File: src/rtl/cpu_types_pkg.sv
// Shared execute-stage operation encodings for the CPU datapath.
package cpu_types_pkg;

  typedef enum logic [3:0] {
    ALU_ADD, ALU_SUB, ALU_AND, ALU_OR, ALU_XOR, ALU_NOR,
    ALU_SLT, ALU_SLTU, ALU_SLL, ALU_SRL, ALU_SRA, ALU_LUI
  } aluop_t;

  typedef enum logic [1:0] {
    MULT, MULTU, DIV, DIVU
  } muldiv_op_t;

endpackage

File: src/rtl/muldiv_step.sv
// One combinational iteration of LSB-first shift-add multiply or restoring
// shift-subtract divide over the {hi,lo} accumulator pair.
module muldiv_step #(
  parameter int unsigned DATA_W = 32
) (
  input  logic              div_i,
  input  logic [DATA_W-1:0] hi_i,
  input  logic [DATA_W-1:0] lo_i,
  input  logic [DATA_W-1:0] b_i,
  output logic [DATA_W-1:0] hi_o,
  output logic [DATA_W-1:0] lo_o
);

  logic [DATA_W:0] sum;
  logic [DATA_W:0] shifted;
  logic            ge;

  assign sum     = {1'b0, hi_i} + (lo_i[0] ? {1'b0, b_i} : '0);
  assign shifted = {hi_i, lo_i[DATA_W-1]};
  assign ge      = shifted >= {1'b0, b_i};

  // The partial remainder stays below the divisor, so the difference
  // always fits in DATA_W bits and the carry bit of shifted is only
  // needed for the compare.
  always_comb begin
    hi_o = '0;
    lo_o = '0;
    if (div_i) begin
      hi_o = ge ? (shifted[DATA_W-1:0] - b_i) : shifted[DATA_W-1:0];
      lo_o = {lo_i[DATA_W-2:0], ge};
    end else begin
      {hi_o, lo_o} = {sum, lo_i[DATA_W-1:1]};
    end
  end

endmodule

File: src/rtl/ex_muldiv_unit.sv
// Iterative MULT/MULTU/DIV/DIVU unit with HI/LO registers and a stall
// request for dependents of an in-flight result.
module ex_muldiv_unit
  import cpu_types_pkg::*;
#(
  parameter int unsigned DATA_W = 32,
  parameter int unsigned UNROLL = 1
) (
  input  logic              CLK,
  input  logic              nRST,
  input  logic              start,
  input  muldiv_op_t        op,
  input  logic [DATA_W-1:0] rs_val,
  input  logic [DATA_W-1:0] rt_val,
  input  logic              flush,
  input  logic              read_hilo,
  input  logic              hi_we,
  input  logic              lo_we,
  input  logic [DATA_W-1:0] wdat,
  output logic [DATA_W-1:0] hi,
  output logic [DATA_W-1:0] lo,
  output logic              busy,
  output logic              done,
  output logic              div0,
  output logic              stall_req
);

  localparam int unsigned N     = DATA_W / UNROLL;
  localparam int unsigned CNT_W = $clog2(N + 1);

  typedef enum logic [1:0] {IDLE, CALC, FIX} state_t;

  state_t            state_q, state_d;
  muldiv_op_t        op_q, op_d;
  logic [DATA_W-1:0] b_q, b_d;
  logic [DATA_W-1:0] acc_hi_q, acc_hi_d;
  logic [DATA_W-1:0] acc_lo_q, acc_lo_d;
  logic              qneg_q, qneg_d;
  logic              rneg_q, rneg_d;
  logic [CNT_W-1:0]  cnt_q, cnt_d;
  logic [DATA_W-1:0] hi_q, hi_d;
  logic [DATA_W-1:0] lo_q, lo_d;
  logic              done_q, done_d;
  logic              div0_q, div0_d;

  logic              in_signed, in_div, is_div;
  logic [DATA_W-1:0] rs_mag, rt_mag;
  logic [DATA_W-1:0] hi_c [UNROLL+1];
  logic [DATA_W-1:0] lo_c [UNROLL+1];
  logic [2*DATA_W-1:0] prod_mag, prod_res;
  logic [DATA_W-1:0] quot_res, rem_res;

  assign in_signed = (op == MULT) || (op == DIV);
  assign in_div    = (op == DIV)  || (op == DIVU);
  assign is_div    = (op_q == DIV) || (op_q == DIVU);
  assign rs_mag    = (in_signed && rs_val[DATA_W-1]) ? -rs_val : rs_val;
  assign rt_mag    = (in_signed && rt_val[DATA_W-1]) ? -rt_val : rt_val;

  assign hi_c[0] = acc_hi_q;
  assign lo_c[0] = acc_lo_q;

  for (genvar g = 0; g < UNROLL; g++) begin : g_step
    muldiv_step #(.DATA_W(DATA_W)) u_step (
      .div_i (is_div),
      .hi_i  (hi_c[g]),
      .lo_i  (lo_c[g]),
      .b_i   (b_q),
      .hi_o  (hi_c[g+1]),
      .lo_o  (lo_c[g+1])
    );
  end

  assign prod_mag = {acc_hi_q, acc_lo_q};
  assign prod_res = qneg_q ? -prod_mag : prod_mag;
  assign quot_res = qneg_q ? -acc_lo_q : acc_lo_q;
  assign rem_res  = rneg_q ? -acc_hi_q : acc_hi_q;

  // Divisor goes in b and dividend in the low accumulator for divides;
  // for multiplies the multiplier is consumed from the low accumulator.
  // A zero divisor leaves the remainder path holding rs_val, so only the
  // quotient needs overriding.
  always_comb begin
    state_d  = state_q;
    op_d     = op_q;
    b_d      = b_q;
    acc_hi_d = acc_hi_q;
    acc_lo_d = acc_lo_q;
    qneg_d   = qneg_q;
    rneg_d   = rneg_q;
    cnt_d    = cnt_q;
    hi_d     = hi_q;
    lo_d     = lo_q;
    done_d   = 1'b0;
    div0_d   = 1'b0;
    case (state_q)
      IDLE: begin
        if (hi_we) hi_d = wdat;
        if (lo_we) lo_d = wdat;
        if (start && !flush) begin
          state_d  = CALC;
          op_d     = op;
          cnt_d    = '0;
          acc_hi_d = '0;
          acc_lo_d = in_div ? rs_mag : rt_mag;
          b_d      = in_div ? rt_mag : rs_mag;
          qneg_d   = in_signed && (rs_val[DATA_W-1] ^ rt_val[DATA_W-1]);
          rneg_d   = in_signed && rs_val[DATA_W-1];
        end
      end
      CALC: begin
        if (flush) begin
          state_d = IDLE;
        end else begin
          acc_hi_d = hi_c[UNROLL];
          acc_lo_d = lo_c[UNROLL];
          cnt_d    = cnt_q + 1'b1;
          if (cnt_q == CNT_W'(N - 1)) state_d = FIX;
        end
      end
      FIX: begin
        state_d = IDLE;
        if (!flush) begin
          done_d = 1'b1;
          if (is_div) begin
            hi_d = rem_res;
            if (b_q == '0) begin
              lo_d   = '1;
              div0_d = 1'b1;
            end else begin
              lo_d = quot_res;
            end
          end else begin
            {hi_d, lo_d} = prod_res;
          end
        end
      end
      default: state_d = IDLE;
    endcase
  end

  always_ff @(posedge CLK or negedge nRST) begin
    if (!nRST) begin
      state_q  <= IDLE;
      op_q     <= MULT;
      b_q      <= '0;
      acc_hi_q <= '0;
      acc_lo_q <= '0;
      qneg_q   <= 1'b0;
      rneg_q   <= 1'b0;
      cnt_q    <= '0;
      hi_q     <= '0;
      lo_q     <= '0;
      done_q   <= 1'b0;
      div0_q   <= 1'b0;
    end else begin
      state_q  <= state_d;
      op_q     <= op_d;
      b_q      <= b_d;
      acc_hi_q <= acc_hi_d;
      acc_lo_q <= acc_lo_d;
      qneg_q   <= qneg_d;
      rneg_q   <= rneg_d;
      cnt_q    <= cnt_d;
      hi_q     <= hi_d;
      lo_q     <= lo_d;
      done_q   <= done_d;
      div0_q   <= div0_d;
    end
  end

  assign hi        = hi_q;
  assign lo        = lo_q;
  assign busy      = (state_q != IDLE);
  assign done      = done_q;
  assign div0      = div0_q;
  assign stall_req = busy && (start || read_hilo || hi_we || lo_we);

endmodule

File: config.mk
export PLATFORM = sky130hd
export DESIGN_NAME = ex_muldiv_unit
export DESIGN_NICKNAME = d
export VERILOG_FILES = /design/src/rtl/cpu_types_pkg.sv /design/src/rtl/muldiv_step.sv /design/src/rtl/ex_muldiv_unit.sv
export SDC_FILE = /design/constraint.sdc
export NUM_CORES = 1
export LEC_CHECK = 0
export ABC_AREA = 0
export BUFFER_PORTS_ARGS = -buffer_cell sky130_fd_sc_hd__buf_2
export CORE_MARGIN = 4
export CORE_UTILIZATION = 35
export CTS_CLUSTER_DIAMETER = 30
export CTS_CLUSTER_SIZE = 14
export DETAILED_ROUTE_END_ITERATION = 8
export SLEW_MARGIN = 5
export SYNTH_ARGS = -nofsm -noshare
export SYNTH_HDL_FRONTEND = slang
export SYNTH_SLANG_ARGS = --single-unit
File: constraint.sdc
create_clock -name CLK -period 5.43 [get_ports CLK]
set_input_delay 1.629 -clock CLK [delete_from_list [all_inputs] [get_ports CLK]]
set_output_delay 1.629 -clock CLK [all_outputs]
set_load 0.02 [all_outputs]
-- Yosys cells after proc, flatten, opt, wreduce, memory -nomap -nowiden
Cells that the tools add are included.
- register bits: 174
- input bits: 105
- output and inout bits: 68
- logic and storage cells: 97
- add/sub/neg operators: 8
- order comparisons: 1
- eq/ne operators: 13
- muxes and demuxes: 39
- bitwise logic cells: 1
- reductions and logical operators: 23
- operators with widths (cell ; number):
    $mux 32 ; 21
    $pmux 32 s2 ; 4
    $neg 32->32 ; 4
    $mux 64 ; 1
    $neg 64->64 ; 1
    $add 32x33->33 ; 1
    $ge 33x32->1 ; 1
    $logic_not 32->1 ; 1
    $sub 32x32->32 ; 1
    $mux 6 ; 2
    $pmux 6 s2 ; 1
    $eq 2x2->1 const B ; 5
    $ne 2x2->1 const B ; 5
    $reduce_and 3->1 ; 3
    $add 6x1->6 const B ; 1
    $eq 6x5->1 const B ; 1
    $logic_or 1x1->1 ; 6
    $mux 1 ; 6
    $mux 2 ; 3
    $reduce_bool 2->1 ; 3
    $logic_and 1x1->1 ; 5
    $logic_not 2->1 ; 2
    $pmux 2 s2 ; 1
    $reduce_and 2->1 ; 2
    4 further kinds ; 4

-- Longest topological paths before layout
- depth in word-level cells: 7
- mapped depth: 15
- mapped depth without buffers: 13

-- Cells and area by module
From an unflattened synthesis, not the netlist that was laid out.
- cell total of the unflattened synthesis: 2011
- area total of the unflattened synthesis: 15756.4 um2
- by module, submodules not included (module ; times used ; cells each ; area an instance (um2) ; seq. area each (um2)):
    ex_muldiv_unit ; 1 ; 1340 ; 11058.1 ; 4329.2
    muldiv_step ; 1 ; 671 ; 4698.3 ; 0.0

-- Worst setup path before layout
OpenSTA, ideal clock, no wires.
- path kind: input port to flip-flop
- start: input port rs_val[12]
- end: register b_q[29]
- arrival time: 3748 ps
- data required time: 5292 ps
- slack: 1544 ps
- stages on the path: 7
- buffers on the path: 0
- cells stage by stage: or4_1 or3_1 nor4_2 nand3_1 o41ai_1 xor2_1 o221ai_1
- word-level cells in the longest chain between the ends: 3
- RTL lines (what ; RTL line ; RTL):
    from (decl) ; ex_muldiv_unit.sv:13 ; input logic [DATA_W-1:0] rs_val,
    $neg 32->32 ; ex_muldiv_unit.sv:56 ; assign rs_mag = (in_signed && rs_val[DATA_W-1]) ? -rs_val : rs_val;
    $mux 32 ; ex_muldiv_unit.sv:56 ;
    $mux 32 ; ex_muldiv_unit.sv:105 ; b_d = in_div ? rt_mag : rs_mag;
    to (signal assigned) ; ex_muldiv_unit.sv:145 ; b_q <= '0;
    to (signal assigned) ; ex_muldiv_unit.sv:158 ; b_q <= b_d;
    to (decl) ; ex_muldiv_unit.sv:35 ; logic [DATA_W-1:0] b_q, b_d;
Every way passes these cells.
A chain may end at the register's enable or synchronous reset.

-- Worst setup path in the final report
- start: register acc_hi_q[14]
- end: register acc_hi_q[27]
- word-level cells in the longest chain between the ends: 5
- elaborated cells on any way between the ends: 7
- RTL lines (what ; RTL line ; RTL):
    from (decl) ; ex_muldiv_unit.sv:36 ; logic [DATA_W-1:0] acc_hi_q, acc_hi_d;
    from (signal assigned) ; ex_muldiv_unit.sv:159 ; acc_hi_q <= acc_hi_d;
    $sub 32x32->32 or $ge 33x32->1 (tied branches) ; muldiv_step.sv:29, muldiv_step.sv:20 ;
    $mux 32 ; muldiv_step.sv:29 ; hi_o = ge ? (shifted[DATA_W-1:0] - b_i) : shifted[DATA_W-1:0];
    $mux 32 * ; muldiv_step.sv:28 ; if (div_i) begin
    $mux 32 * ; ex_muldiv_unit.sv:111 ; if (flush) begin
    $pmux 32 s2 * ; ex_muldiv_unit.sv:95 ; case (state_q)
Every way passes the cells marked *; elsewhere a longest branch is shown, timed or not. The select of a mux whose other input is x is not followed.

==> flow_summary_export.csv <==
group,metric,value,unit
synthesis,yosys_warnings,0,
placed_design,portBuffers,172,
timing,period_minus_slack,3970,ps
floorplan,core.rowCount,76,
placed_design,gp_congestion,0.958,
status,status,"completed",
synthesis,avgSynthCellArea,7.54,sq um
clock_network,cts-htree-levels,4,
synthesis,synth_top_flop_cell,"dfrtp_1",
synthesis,synth.top_cell.area_share,28.2,%
floorplan,die_x,218,microns
synthesis,syn_area,15400,sq um
final_layout,mostFrequentLayoutCells,"a21oi_1, nor2_1, nand2_1",
synthesis,ys_async_sr_fraction,100,%
timing,fmax,252,MHz
global_route,antenna_found_initial,1,
synthesis,ys_types,78,
critical_path,reg2reg_depth,10,
critical_path,crit_slowest_cell,"dfrtp_1",
route,route.detailed.drc,0,
placed_design,dp_hpwl,45.9,mm
global_route,first_global_vias,14600,
global_route,overflow,0,
clock_network,cts.repair.resized,0,
route,drtPass1Iterations,8,
critical_path,cp_num_buf_inv,1,
final_layout,n_fill_cell,4544,
clock_network,holdBufCountCts,0,
floorplan,io_pins,173,
floorplan,start_util,35.5,%
power_and_ir_drop,power.total,8700,uW
floorplan,die_h,218,microns
power_and_ir_drop,peakVddDrop,234,uV
critical_path,cp_num_cells,10,
timing,hold_viol,0,
final_layout,drive_gt1_share,11.9,%
route,viasPerCell,5.71,
critical_path,r2r_setup_slack,1460,ps
run,maxCapViolCount,0,
critical_path,crit_chain,"ha_1, and3_1, and2_1, a21boi_1, or4_1, a21oi_1, o22ai_4, buf_4, o311ai_1, o221a_1",
critical_path,cp.required,5820,ps
route,wl_per_cell,21.3,microns
clock_network,clockRootBuffer,"clkbuf_16",
synthesis,yosys.area.top_type,"dfrtp_1",
timing,worst_hold_slack,480,ps
timing,setup_violations,0,
final_layout,post-route-util,40.1,%
power_and_ir_drop,total_leakage_power,0.00762,uW
route,vias,15500,
timing,fin_ws,1460,ps
synthesis,yosysSeqAreaShare,28.2,%
critical_path,slowest_delay,560,ps
clock_network,post_cts.repair.setup_buffers,0,
critical_path,crit_fanout,16,
synthesis,syn-num-nets,2216,
floorplan,dieArea,47300,sq um
timing,skew,20.3,ps
final_layout,syn_to_final_growth,12.8,%
clock_network,cts_tree,"built",
critical_path,endpoint,"acc_hi_q[27]",
final_layout,layout_commonest_cell,"a21oi_1",
synthesis,ys_top_cells_by_area,"dfrtp_1, a21oi_1, xnor2_1",
critical_path,worstSetupEndpointType,"flip-flop",
global_route,grtUsageTotal,23.7,%
clock_network,clock_sinks,173,
timing,relSlewSlack,31.1,%
critical_path,cp_top_family,"compound AO/OA/AOI/OAI gates",
timing,worstMarginPinSlew,1030,ps
clock_network,cts_buffers,17,
critical_path,cp-startpoint,"acc_hi_q[14]",
global_route,grt_max_degree,80,
synthesis,synthesis.instances,2040,
timing,finalMaxSlewViolations,0,
power_and_ir_drop,powerDensity,502,nW/um^2
placed_design,dp_slack,1040,ps
final_layout,num-nets-final,2301,
critical_path,crit_type,"flip-flop to flip-flop",
critical_path,r2r_end,"acc_hi_q[27]",
clock_network,clk_pin_slew,70,ps
global_route,grt_pass1_wl,88.0,mm
timing,min_period_over_period,73.2,%
critical_path,arrival,4360,ps
critical_path,start_kind,"flip-flop",
route,drtIter0Drc,1538,
clock_network,clockBufferDepth,2,
floorplan,core_area,43300,sq um
synthesis,ys_ff_latch,173,
timing,grt_setup_unrepaired,"no",
route,drt_wl_total,58.0,mm
route,ant_nets,0,
timing,setup_tns,0,ps
min_path,hp-class,"flip-flop to flip-flop",
synthesis,synth-edff-count,0,
clock_network,clk-insertion-delay-late,470,ps
critical_path,rr_startpoint,"acc_hi_q[14]",
## worst min-delay path by stage
stage,start,endpoint,cells past startpoint
finish,lo[26],lo[26],2
detailed placement,lo[23],lo[23],2
global route,hi[11],hi[11],2
CTS,lo[23],lo[23],2
floorplan,b_q[11],b_q[11],2
global placement,hi[12],hi[12],2
## power breakdown
group | switching (uW) | internal [uW]
sequential | 712 | 1600
clock | 615 | 697
combinational | 3080 | 2000
total | 4400 | 4300
## area by class of cell
| type | instances | area, sq um | area share [%] |
|---|---|---|---|
| Antenna cell | 1 | 2.50 | 0.0144 |
| Tap cell | 585 | 732 | 4.22 |
| Timing Repair Buffer | 200 | 1100 | 6.36 |
| Multi-Input combinational cell | 1659 | 10300 | 59.3 |
| Inverter | 74 | 278 | 1.60 |
| Clock buffer | 18 | 429 | 2.48 |
| Sequential cell | 173 | 4330 | 25.0 |
| Clock inverter | 14 | 178 | 1.02 |
## registers in the layout, summed over array words and instances, names as in the netlist
signal / flops
rneg_q: 1
acc_hi_q: 32
qneg_q: 1
cnt_q: 6
hi: 32
done: 1
div0: 1
state_q: 2
acc_lo_q: 32
b_q: 32
op_q: 1
lo: 32
## per-stage QoR
stage	instance area, sq um	instances
2_1_floorplan	15400	2040
3_3_place_gp	16700	2691
3_5_place_dp	16700	2691
4_1_cts	17300	2723
5_1_grt	17300	2724
6_report	17300	2724
## tightest hold or removal path: stages (launching register included)
cell and delay (ps):
dfrtp_1 340, nand2_1 50, o21ai_1 60
## synth_stat cells, drive strengths merged, types with 52 or more instances
| cell | count |
|---|---|
| mux2i | 52 |
| nand2 | 206 |
| a21oi | 228 |
| xor2 | 72 |
| o21ai | 201 |
| xnor2 | 104 |
| clkbuf | 122 |
| nor2 | 224 |
| dfrtp | 173 |
| nor3 | 55 |
| ha | 69 |
| inv | 74 |
## routing by layer
| metal | routed length (microns) | global-route usage, % |
|---|---|---|
| met1 | 27500 | 35.1 |
| met2 | 25400 | 35.9 |
| met3 | 3750 | 3.65 |
| met4 | 1380 | 6.36 |
| met5 | 0 | 0 |
## kinds of logic after synthesis
group	after synthesis	synth area share, %
fa+ha+maj	71	5.88
flops	173	28.2
xor+xnor	176	10.1
buf+inv	208	5.19
mux	53	3.46
simple gates	685	20.8
compound gates	674	26.4
(Power assumes the default switching activity.)
